===== src/rtl/legv8_ctrl_pkg.sv =====
`default_nettype none
// ============================================================================
// legv8_ctrl_pkg : shared types and encodings for the LEGv8 multi-cycle control
// Revision 1.0
// ============================================================================
package legv8_ctrl_pkg;

    typedef enum logic [3:0] {
        ST_FETCH   = 4'd0,
        ST_DECODE  = 4'd1,
        ST_EX_R    = 4'd2,
        ST_WB_R    = 4'd3,
        ST_EX_ADDR = 4'd4,
        ST_MEM_RD  = 4'd5,
        ST_WB_LD   = 4'd6,
        ST_MEM_WR  = 4'd7,
        ST_EX_CBZ  = 4'd8,
        ST_EX_B    = 4'd9,
        ST_HALT    = 4'd10
    } state_e;

    typedef enum logic [2:0] {
        CLS_R    = 3'd0,
        CLS_LDUR = 3'd1,
        CLS_STUR = 3'd2,
        CLS_CBZ  = 3'd3,
        CLS_B    = 3'd4,
        CLS_ILL  = 3'd5
    } iclass_e;

    localparam logic [10:0] OP_ADD  = 11'b10001011000;
    localparam logic [10:0] OP_SUB  = 11'b11001011000;
    localparam logic [10:0] OP_AND  = 11'b10001010000;
    localparam logic [10:0] OP_ORR  = 11'b10101010000;
    localparam logic [10:0] OP_LDUR = 11'b11111000010;
    localparam logic [10:0] OP_STUR = 11'b11111000000;

    // CBZ and B carry immediate bits inside the 11-bit opcode field
    localparam logic [10:0] OP_CBZ_VAL  = 11'b10110100000;
    localparam logic [10:0] OP_CBZ_MASK = 11'b11111111000;
    localparam logic [10:0] OP_B_VAL    = 11'b00010100000;
    localparam logic [10:0] OP_B_MASK   = 11'b11111100000;

    localparam logic [3:0] ALU_AND   = 4'b0000;
    localparam logic [3:0] ALU_ORR   = 4'b0001;
    localparam logic [3:0] ALU_ADD   = 4'b0010;
    localparam logic [3:0] ALU_SUB   = 4'b0110;
    localparam logic [3:0] ALU_PASSB = 4'b0111;

    localparam logic [1:0] IMM_D  = 2'b00;
    localparam logic [1:0] IMM_CB = 2'b01;
    localparam logic [1:0] IMM_B  = 2'b10;

    function automatic logic op_match(input logic [10:0] op,
                                      input logic [10:0] val,
                                      input logic [10:0] mask);
        return (op & mask) == val;
    endfunction

endpackage
`default_nettype wire


===== src/rtl/ctrl_opdecode.sv =====
`default_nettype none
// ============================================================================
// ctrl_opdecode : combinational opcode classifier for the multi-cycle control
// Revision 1.0
// ============================================================================
module ctrl_opdecode
    import legv8_ctrl_pkg::*;
(
    input  logic [10:0] opcode_i,
    output iclass_e     iclass_o,
    output logic [3:0]  alu_ctl_o,
    output logic [1:0]  imm_sel_o,
    output logic        illegal_o
);

    always_comb begin
        iclass_o  = CLS_ILL;
        alu_ctl_o = ALU_ADD;
        imm_sel_o = IMM_D;
        if (opcode_i == OP_ADD) begin
            iclass_o = CLS_R;
        end else if (opcode_i == OP_SUB) begin
            iclass_o  = CLS_R;
            alu_ctl_o = ALU_SUB;
        end else if (opcode_i == OP_AND) begin
            iclass_o  = CLS_R;
            alu_ctl_o = ALU_AND;
        end else if (opcode_i == OP_ORR) begin
            iclass_o  = CLS_R;
            alu_ctl_o = ALU_ORR;
        end else if (opcode_i == OP_LDUR) begin
            iclass_o = CLS_LDUR;
        end else if (opcode_i == OP_STUR) begin
            iclass_o = CLS_STUR;
        end else if (op_match(opcode_i, OP_CBZ_VAL, OP_CBZ_MASK)) begin
            iclass_o  = CLS_CBZ;
            alu_ctl_o = ALU_PASSB;
            imm_sel_o = IMM_CB;
        end else if (op_match(opcode_i, OP_B_VAL, OP_B_MASK)) begin
            iclass_o  = CLS_B;
            imm_sel_o = IMM_B;
        end
        illegal_o = (iclass_o == CLS_ILL);
    end

endmodule
`default_nettype wire


===== src/rtl/multicycle_ctrl.sv =====
`default_nettype none
// ============================================================================
// multicycle_ctrl : LEGv8 multi-cycle control FSM with ready-handshake memory
// Revision 1.0
// ============================================================================
module multicycle_ctrl
    import legv8_ctrl_pkg::*;
(
    input  logic        clk,
    input  logic        reset_n,
    input  logic [10:0] opcode,
    input  logic        zero,
    input  logic        mem_ready,
    output logic        ir_we,
    output logic        pc_we,
    output logic        pc_src,
    output logic        reg2loc,
    output logic        reg_we,
    output logic        alu_src,
    output logic [3:0]  alu_ctl,
    output logic [1:0]  imm_sel,
    output logic        mem_read,
    output logic        mem_write,
    output logic        iord,
    output logic        mem_to_reg,
    output logic        retire,
    output logic        illegal
);

    state_e      state_q, state_d;
    logic        illegal_q, illegal_d;

    iclass_e     dec_class;
    logic [3:0]  dec_alu_ctl;
    logic [1:0]  dec_imm_sel;
    logic        dec_illegal;

    ctrl_opdecode u_opdecode (
        .opcode_i  (opcode),
        .iclass_o  (dec_class),
        .alu_ctl_o (dec_alu_ctl),
        .imm_sel_o (dec_imm_sel),
        .illegal_o (dec_illegal)
    );

    always_ff @(posedge clk) begin
        if (!reset_n) begin
            state_q   <= ST_FETCH;
            illegal_q <= 1'b0;
        end else begin
            state_q   <= state_d;
            illegal_q <= illegal_d;
        end
    end

    // Reset gates every strobe off in the same cycle, whatever state we are in
    assign illegal = illegal_q & reset_n;

    always_comb begin
        state_d    = state_q;
        illegal_d  = illegal_q;
        ir_we      = 1'b0;
        pc_we      = 1'b0;
        pc_src     = 1'b0;
        reg2loc    = 1'b0;
        reg_we     = 1'b0;
        alu_src    = 1'b0;
        alu_ctl    = ALU_AND;
        imm_sel    = IMM_D;
        mem_read   = 1'b0;
        mem_write  = 1'b0;
        iord       = 1'b0;
        mem_to_reg = 1'b0;
        retire     = 1'b0;

        if (!reset_n) begin
            state_d   = ST_FETCH;
            illegal_d = 1'b0;
        end else begin
            case (state_q)
                ST_FETCH: begin
                    mem_read = 1'b1;
                    if (mem_ready) begin
                        ir_we   = 1'b1;
                        state_d = ST_DECODE;
                    end
                end
                ST_DECODE: begin
                    imm_sel = dec_imm_sel;
                    reg2loc = (dec_class == CLS_STUR) || (dec_class == CLS_CBZ);
                    case (dec_class)
                        CLS_R:    state_d = ST_EX_R;
                        CLS_LDUR: state_d = ST_EX_ADDR;
                        CLS_STUR: state_d = ST_EX_ADDR;
                        CLS_CBZ:  state_d = ST_EX_CBZ;
                        CLS_B:    state_d = ST_EX_B;
                        default:  state_d = ST_HALT;
                    endcase
                    if (dec_illegal) begin
                        illegal_d = 1'b1;
                    end
                end
                ST_EX_R: begin
                    alu_ctl = dec_alu_ctl;
                    state_d = ST_WB_R;
                end
                ST_WB_R: begin
                    reg_we  = 1'b1;
                    pc_we   = 1'b1;
                    retire  = 1'b1;
                    state_d = ST_FETCH;
                end
                ST_EX_ADDR: begin
                    alu_src = 1'b1;
                    alu_ctl = ALU_ADD;
                    state_d = (dec_class == CLS_LDUR) ? ST_MEM_RD : ST_MEM_WR;
                end
                ST_MEM_RD: begin
                    mem_read = 1'b1;
                    iord     = 1'b1;
                    if (mem_ready) begin
                        state_d = ST_WB_LD;
                    end
                end
                ST_WB_LD: begin
                    reg_we     = 1'b1;
                    mem_to_reg = 1'b1;
                    pc_we      = 1'b1;
                    retire     = 1'b1;
                    state_d    = ST_FETCH;
                end
                ST_MEM_WR: begin
                    mem_write = 1'b1;
                    iord      = 1'b1;
                    reg2loc   = 1'b1;
                    if (mem_ready) begin
                        pc_we   = 1'b1;
                        retire  = 1'b1;
                        state_d = ST_FETCH;
                    end
                end
                ST_EX_CBZ: begin
                    alu_ctl = ALU_PASSB;
                    imm_sel = IMM_CB;
                    pc_we   = 1'b1;
                    pc_src  = zero;
                    retire  = 1'b1;
                    state_d = ST_FETCH;
                end
                ST_EX_B: begin
                    imm_sel = IMM_B;
                    pc_we   = 1'b1;
                    pc_src  = 1'b1;
                    retire  = 1'b1;
                    state_d = ST_FETCH;
                end
                ST_HALT: begin
                    state_d = ST_HALT;
                end
                default: begin
                    state_d = ST_FETCH;
                end
            endcase
        end
    end

endmodule
`default_nettype wire

===== config.mk =====
export PLATFORM = sky130hd
export DESIGN_NAME = multicycle_ctrl
export DESIGN_NICKNAME = d
export VERILOG_FILES = /design/src/rtl/legv8_ctrl_pkg.sv /design/src/rtl/ctrl_opdecode.sv /design/src/rtl/multicycle_ctrl.sv
export SDC_FILE = /design/constraint.sdc
export NUM_CORES = 1
export LEC_CHECK = 0
export CAP_MARGIN = 20
export CORE_ASPECT_RATIO = 0.7
export CORE_MARGIN = 3
export CORE_UTILIZATION = 24
export CTS_BUF_LIST = sky130_fd_sc_hd__clkbuf_8
export DETAILED_ROUTE_END_ITERATION = 8
export GPL_ROUTABILITY_DRIVEN = 0
export GPL_TIMING_DRIVEN = 1
export PLACE_DENSITY = 0.57
export SLEW_MARGIN = 25
export SYNTH_ARGS = -nofsm -noshare
export SYNTH_HDL_FRONTEND = slang
export SYNTH_SLANG_ARGS = --single-unit
export TNS_END_PERCENT = 50

===== constraint.sdc =====
create_clock -name clk -period 3.05 [get_ports clk]
set_clock_uncertainty 0.1 [all_clocks]
set_input_delay 0.915 -clock clk [delete_from_list [all_inputs] [get_ports clk]]
set_output_delay 0.915 -clock clk [all_outputs]
set_load 0.01 [all_outputs]

==> results of run 1 <==
layout make-up:
cell class                      count  share of cell area (%)
Multi-Input combinational cell     92                    43.9
Inverter                            5                    1.20
Clock buffer                        3                    2.63
Tap cell                           36                    2.87
Timing Repair Buffer               81                    42.7
Sequential cell                     5                    6.38
Clock inverter                      1                   0.239
flip-flops by register name, indices dropped and copies added, names as in the netlist:
| register | cells |
|---|---|
| illegal_q | 1 |
| state_q | 4 |
how the worst max path moves through the flow:
stage | start | endpoint | slack [ns] | cells past startpoint
floorplan | opcode[3] | reg2loc | 0.07 | 4
global placement | opcode[10] | reg2loc | -0.93 | 6
detailed placement | opcode[10] | reg2loc | -0.93 | 6
CTS | opcode[3] | reg2loc | -0.17 | 6
global route | opcode[3] | imm_sel[0] | -0.20 | 7
finish | opcode[3] | imm_sel[0] | -0.15 | 7
worst max-delay path: stages:
cell,delay (ns)
sky130_fd_sc_hd__buf_6,0.09
sky130_fd_sc_hd__nand3b_1,0.17
sky130_fd_sc_hd__buf_4,0.16
sky130_fd_sc_hd__or3b_4,0.38
sky130_fd_sc_hd__o22a_1,0.22
sky130_fd_sc_hd__nor2_2,0.10
sky130_fd_sc_hd__buf_2,0.14
through the flow:
step	hold slack, ns	cells	total power [mW]	util, %	area (um^2)
floorplan	0.491	111	0.135	-	783
global placement	0.439	204	0.215	45.9	1350
detailed placement	0.454	204	0.216	45.9	1350
CTS	0.473	223	0.341	52.6	1550
global route	0.511	223	0.365	53.3	1570
finish	0.460	223	0.342	53.3	1570
Yosys cell counts (3+ instances only):
cell type / number
sky130_fd_sc_hd__a21oi_1: 6
sky130_fd_sc_hd__a31oi_1: 4
sky130_fd_sc_hd__clkbuf_1: 5
sky130_fd_sc_hd__dfxtp_1: 5
sky130_fd_sc_hd__inv_1: 4
sky130_fd_sc_hd__nand2_1: 8
sky130_fd_sc_hd__nand2b_1: 5
sky130_fd_sc_hd__nand3_1: 3
sky130_fd_sc_hd__nor2_1: 12
sky130_fd_sc_hd__nor3_1: 6
sky130_fd_sc_hd__o21ai_0: 5
sky130_fd_sc_hd__o21ai_1: 3
sky130_fd_sc_hd__or3b_1: 3
placed cells by master, fill, tap and decap left out, types with 3 or more instances in the layout:
cell type and instances:
sky130_fd_sc_hd__buf_2 11, sky130_fd_sc_hd__nand2_1 8, sky130_fd_sc_hd__a31oi_1 4, sky130_fd_sc_hd__nor2_1 11, sky130_fd_sc_hd__buf_6 18, sky130_fd_sc_hd__or3b_4 3
sky130_fd_sc_hd__dlygate4sd2_1 8, sky130_fd_sc_hd__buf_4 36, sky130_fd_sc_hd__inv_1 5, sky130_fd_sc_hd__a21oi_1 4, sky130_fd_sc_hd__dfxtp_1 5, sky130_fd_sc_hd__nand3_1 3
sky130_fd_sc_hd__clkbuf_8 3, sky130_fd_sc_hd__nand2b_1 4, sky130_fd_sc_hd__o21ai_0 4, sky130_fd_sc_hd__o21ai_1 4, sky130_fd_sc_hd__nor3_1 4
power breakdown:
part,switching [mW],internal [mW],total [mW]
combinational,0.0736,0.0807,0.154
sequential,0.00226,0.0700,0.0723
clock,0.0297,0.0860,0.116
total,0.106,0.237,0.342
metal layers:
| metal | wire length, um | global-route usage (%) |
|---|---|---|
| met1 | 1510 | 23.4 |
| met2 | 1410 | 26.9 |
| met3 | 212 | 3.36 |
| met4 | 59 | 3.85 |
| met5 | 0 | 0 |
logic make-up after synthesis:
logic type	share of synthesized area [%]
compound gates	26.4
xor+xnor	2.24
buf+inv	8.78
flops	12.8
mux	2.56
other cells	0.479
simple gates	46.8
what timing repair did:
action,in CTS,in global routing
pin swaps,20,7
hold endpoints to repair,0,0
endpoints found under the setup margin,17,11
gates resized for setup,105,12
buffers inserted,16,0
hold buffers,0,0
==> impl_results.md, run 1 <==
* Number of maximum-capacitance constraint violations at 0
* Detailed-placement wirelength estimate at 2340 um
* Largest fanout of any net on the critical path at 3
* Wire length of the first global-routing pass at 5140 um
* Setup CP Type: in -> out
* Clock-pin transition on the worst setup and hold timing paths at 0.04 ns
* Class of the most critical hold timing path: reg -> reg
* Routed length per placed instance at 14.3 um
* Floorplan die area at 4000 um^2
* Post-route minimum period at 3.20 ns
* Post-Syn Instances at 111
* Total global routing track utilization at 16.8%
* Aggregate global routing overflow at 0
* Floorplan Core Area at 2940 um^2
* Initial standard-cell utilization of the core at 26.6%
* Number of synthesized register bits at 5
* Net Count, Synth at 126
* Hold Vio Cnt, Final at 0
* Total Neg Setup Slack at -0.644 ns
* Peak supply drop at 0.000293 V
* Startpoint of the worst-slack reg-to-reg timing path: state_q[1]
* Total DRC errors in the routed layout at 0
* Boundary Pins at 33
* Area taken by flip-flops and latches at 100 um^2
* Area Growth Syn to Fin at 100%
* Worst R2R End: state_q[0]
* Hold Path Sink: illegal_q
* Post-synth EDFFs at 0
* Required @ worst endpoint at 2.03 ns
* Pre-CTS worst setup slack at -0.930 ns
* Final WS setup at -0.152 ns
* Beginning of the worst hold path: illegal_q
* Synth async-reset ratio at 0%
* Worst Reg2Reg Path Length in Cells at 15
* Seq/Total Area, Yosys at 12.8%
* Wire length after detailed routing at 3190 um
* Die Height at 53.8 um
* Top_reg_cell synth: sky130_fd_sc_hd__dfxtp_1
* Highest achievable clock rate at 312 MHz
* Setup repair after global routing missed its margin: yes
* Number of nets in the layout at 203
* Number of buffers added on ports at 31
* Ratio of routed vias to standard cells at 5.15
* Setup crit end kind: output port
* Number of warnings printed during yosys synthesis at 0
* Die X at 74.3 um
* # setup viols final at 7
* Master cell of the clock root buffer: sky130_fd_sc_hd__clkbuf_8
* Sink Count at 5
* Violations in the final reports: setup timing
* Portion of the clock cycle consumed by the worst path in the final layout at 105%
* Max Transition Viols Final at 0
* Number of global-route vias before repair at 1089
* Per-instance average area after synthesis at 7.06 um^2
* TritonCTS clock tree: built
* Synth unique cells at 47
* Antenna diode instance count at 0
* Number of H-tree branching levels at 1
* CP arrival at 2.19 ns
* Post-synthesis instance area at 783 um^2
* Total power density per cell area at 218 nW/um^2
* Cell type with the largest total area after synthesis: sky130_fd_sc_hd__dfxtp_1
* Number of routed nets with antenna violations at 0
* Initial antenna violation count at 0
* Footprint of the multi-input gates at 689 um^2
* Number of buffers created by CTS at 3
* Overall via count from detail_route at 1148
* First-pass iteration count of the detailed router at 4
* Number of buffers on the longest clock path at 2
* Worst Hold Path Cells at 2
* Number of fillers in the final layout at 273
* Static leakage power at 0.696 nW
* Initial DRC Count at 78
* Largest cells by area after synthesis: sky130_fd_sc_hd__dfxtp_1, sky130_fd_sc_hd__nor2_1, sky130_fd_sc_hd__nand2b_1
* Status: finished with violations
* Pin count of the biggest net entering global routing at 17
* Worst reg2reg setup slack at 0.25 ns
* Area share of the largest cell type after synthesis at 12.8%
* Source-to-sink clock delay at the later pin of the worst-skew pair at 0.22 ns
* Fraction of layout instances using a drive strength above 1 at 51.3%
* Number of core rows at 16
* Startpoint type of the worst setup path: input port
(Power assumes the default switching activity.)
==> run 2, diff against run 1 <==
- CTS_BUF_LIST: sky130_fd_sc_hd__clkbuf_8 -> sky130_fd_sc_hd__clkbuf_16
==> impl_results.md, run 2 (same netlist as run 1, synthesis figures left out) <==
* Worst reg2reg setup slack at 0.24 ns (about the same)
* Aggregate global routing overflow at 0 (unchanged)
* Most common cell after layout, fill and taps aside: sky130_fd_sc_hd__buf_4
* Pin count of the biggest net entering global routing at 17 (unchanged)
* Detailed-placement wirelength estimate at 2340 um (unchanged)
* Static leakage power at 0.711 nW (+2.2%)
* Cts hold-fix bufs at 0 (unchanged)
* Critical path's slowest cell: sky130_fd_sc_hd__or3b_4
* Startpoint of the worst setup timing path: opcode[3]
* First-pass iteration count of the detailed router at 4 (unchanged)
* Number of maximum-capacitance constraint violations at 0 (unchanged)
* Number of core rows at 16 (unchanged)
* Required @ worst endpoint at 2.03 ns (about the same)
* Initial antenna violation count at 0 (unchanged)
* Top flop regs: state_q (4), illegal_q (1)
* Setup CP Type: in -> out
* Die Height at 53.8 um (unchanged)
* Largest delay share family, worst path: simple AND/OR/NAND/NOR gates
* Total global routing track utilization at 16.8% (-0.079 points)
* Peak supply drop at 0.000279 V (-4.8%)
* Antenna diode instance count at 0 (unchanged)
* Number of H-tree branching levels at 1 (unchanged)
* Number of buffers on the longest clock path at 2 (unchanged)
* Die X at 74.3 um (unchanged)
* Switching share of total power at 26.3% (-4.5 points)
* Total power density per cell area at 271 nW/um^2 (+24%)
* Pre-CTS worst setup slack at -0.930 ns (unchanged)
* Overall via count from detail_route at 1137 (-0.96%)
* Beginning of the worst hold path: illegal_q
* Portion of total power attributed to combinational logic at 35.5% (-9.6 points)
* Final WS setup at -0.152 ns (-0.000521 ns)
* Fraction of layout instances using a drive strength above 1 at 51.3% (unchanged)
* Initial standard-cell utilization of the core at 26.6% (unchanged)
* Routed length per placed instance at 14.4 um (+0.56%)
* Final std cells w/o fill at 223 (unchanged)
* Clock network fraction of design power at 47.8% (+14 points)
* Portion of the clock cycle consumed by the worst path in the final layout at 105% (about the same)
* Initial DRC Count at 94 (+21%)
* Post-route minimum period at 3.20 ns (+0.000521 ns)
* Boundary Pins at 33 (unchanged)
* Delay of the slowest cell on the worst path at 0.38 ns (about the same)
* Hold Vio Cnt, Final at 0 (unchanged)
* Relative contribution of sequential cells to total power at 16.7% (-4.4 points)
* Worst Path Buf+Inv at 3 (unchanged)
* Startpoint of the worst-slack reg-to-reg timing path: state_q[1]
* Largest fanout of any net on the critical path at 3 (unchanged)
* Number of buffers created by CTS at 3 (unchanged)
* Total DRC errors in the routed layout at 0 (unchanged)
* Master cell of the clock root buffer: sky130_fd_sc_hd__clkbuf_16
* Sequence of cells on the critical path: buf_6 > nand3b_1 > buf_4 > or3b_4 > o22a_1 > nor2_2 > buf_2
* Ratio of routed vias to standard cells at 5.10 (-0.96%)
* Reported net switching power at 114 uW (+8.4%)
* TritonCTS clock tree: built
* Number of buffers added on ports at 31 (unchanged)
* Setup crit end kind: output port
* # setup viols final at 7 (unchanged)
* DP Cell Count at 204 (unchanged)
* Max reg flops at 4 (unchanged)
* Startpoint type of the worst setup path: input port
* Wire length of the first global-routing pass at 5130 um (-0.14%)
* Class of the most critical hold timing path: reg -> reg
* Setup repair after global routing missed its margin: yes
* Leading cell types in the layout, fill and taps excluded: sky130_fd_sc_hd__buf_4, sky130_fd_sc_hd__buf_6, sky130_fd_sc_hd__nor2_1, sky130_fd_sc_hd__buf_2
* Status: finished with violations
* Sink Count at 5 (unchanged)
* Floorplan die area at 4000 um^2 (unchanged)
* Number of global-route vias before repair at 1070 (-1.7%)
* Number of nets in the layout at 203 (unchanged)
* Number of routed nets with antenna violations at 0 (unchanged)
* Violations in the final reports: setup timing
* Fin Hold WS at 0.456 ns (-0.00355 ns)
* Wire length after detailed routing at 3210 um (+0.56%)
* Source-to-sink clock delay at the later pin of the worst-skew pair at 0.22 ns (about the same)
* Max Transition Viols Final at 0 (unchanged)
* Area Growth Syn to Fin at 105%
* Largest register by flop count: state_q
* Floorplan Core Area at 2940 um^2 (unchanged)
* Highest achievable clock rate at 312 MHz (about the same)
* Internal power at 320 uW (+35%)
* Clock-pin transition on the worst setup and hold timing paths at 0.03 ns (about the same)
* CP arrival at 2.19 ns (about the same)
## run 2: worst register-to-register path, cell delays in order, from the launching register on
cell                      delay, ns
sky130_fd_sc_hd__dfxtp_1       0.31
sky130_fd_sc_hd__or4b_4        0.60
sky130_fd_sc_hd__a31oi_4       0.18
sky130_fd_sc_hd__nand4_1       0.16
sky130_fd_sc_hd__buf_4         0.17
sky130_fd_sc_hd__buf_4         0.12
sky130_fd_sc_hd__buf_4         0.12
sky130_fd_sc_hd__buf_6         0.11
sky130_fd_sc_hd__buf_6         0.10
sky130_fd_sc_hd__buf_6         0.10
sky130_fd_sc_hd__buf_6         0.10
sky130_fd_sc_hd__buf_6         0.10
sky130_fd_sc_hd__buf_6         0.10
sky130_fd_sc_hd__buf_6         0.10
sky130_fd_sc_hd__buf_6         0.10
sky130_fd_sc_hd__o22ai_2       0.16
## run 2: timing repair
item | in CTS | in global routing
pin swaps | 20 | 7
gates resized for setup | 105 | 12
endpoints found under the setup margin | 17 | 11
buffers inserted | 16 | 0
## run 2: final cells by class
cell class | count | area, um^2
tap | 36 | 45.0
sequential | 5 | 100
fill | 269 | 1340
clock inverter | 1 | 3.75
multi-input combinational | 92 | 689
clock buffer | 3 | 75.1
timing repair buffer | 81 | 671
inverter | 5 | 18.8
## run 2: stage by stage
stage          area [um^2]  util, %  power (mW)  TNS [ns]
2_1_floorplan          783        -       0.135         0
3_3_place_gp          1350     45.9       0.215     -9.71
3_5_place_dp          1350     45.9       0.216    -10.18
4_1_cts               1580     53.7       0.432    -0.867
5_1_grt               1600     54.5       0.455     -1.11
6_report              1600     54.5       0.435    -0.637
## run 2: worst paths after layout
kind,to,cells past startpoint
max,imm_sel[0],7
min reg2reg,illegal_q,2
min,illegal_q,2
max reg2reg,state_q[0],15
## run 2: power groups by stage
stage          clock network (mW)  logic, mW  registers (mW)
2_1_floorplan                   0     0.0624          0.0726
3_3_place_gp                    0      0.142          0.0731
3_5_place_dp                    0      0.143          0.0732
4_1_cts                     0.212      0.148          0.0723
5_1_grt                     0.215      0.167          0.0731
6_report                    0.208      0.154          0.0724
## run 2: routing by layer
| layer | part of all wire, % | global-route usage (%) | up-vias |
|---|---|---|---|
| met4 | 1.2 | 1.78 | 0 |
| met3 | 7.1 | 3.17 | 4 |
| met2 | 44 | 27.4 | 44 |
| li1 | - | - | 560 |
| met5 | 0 | 0 | - |
| met1 | 47 | 23.8 | 529 |
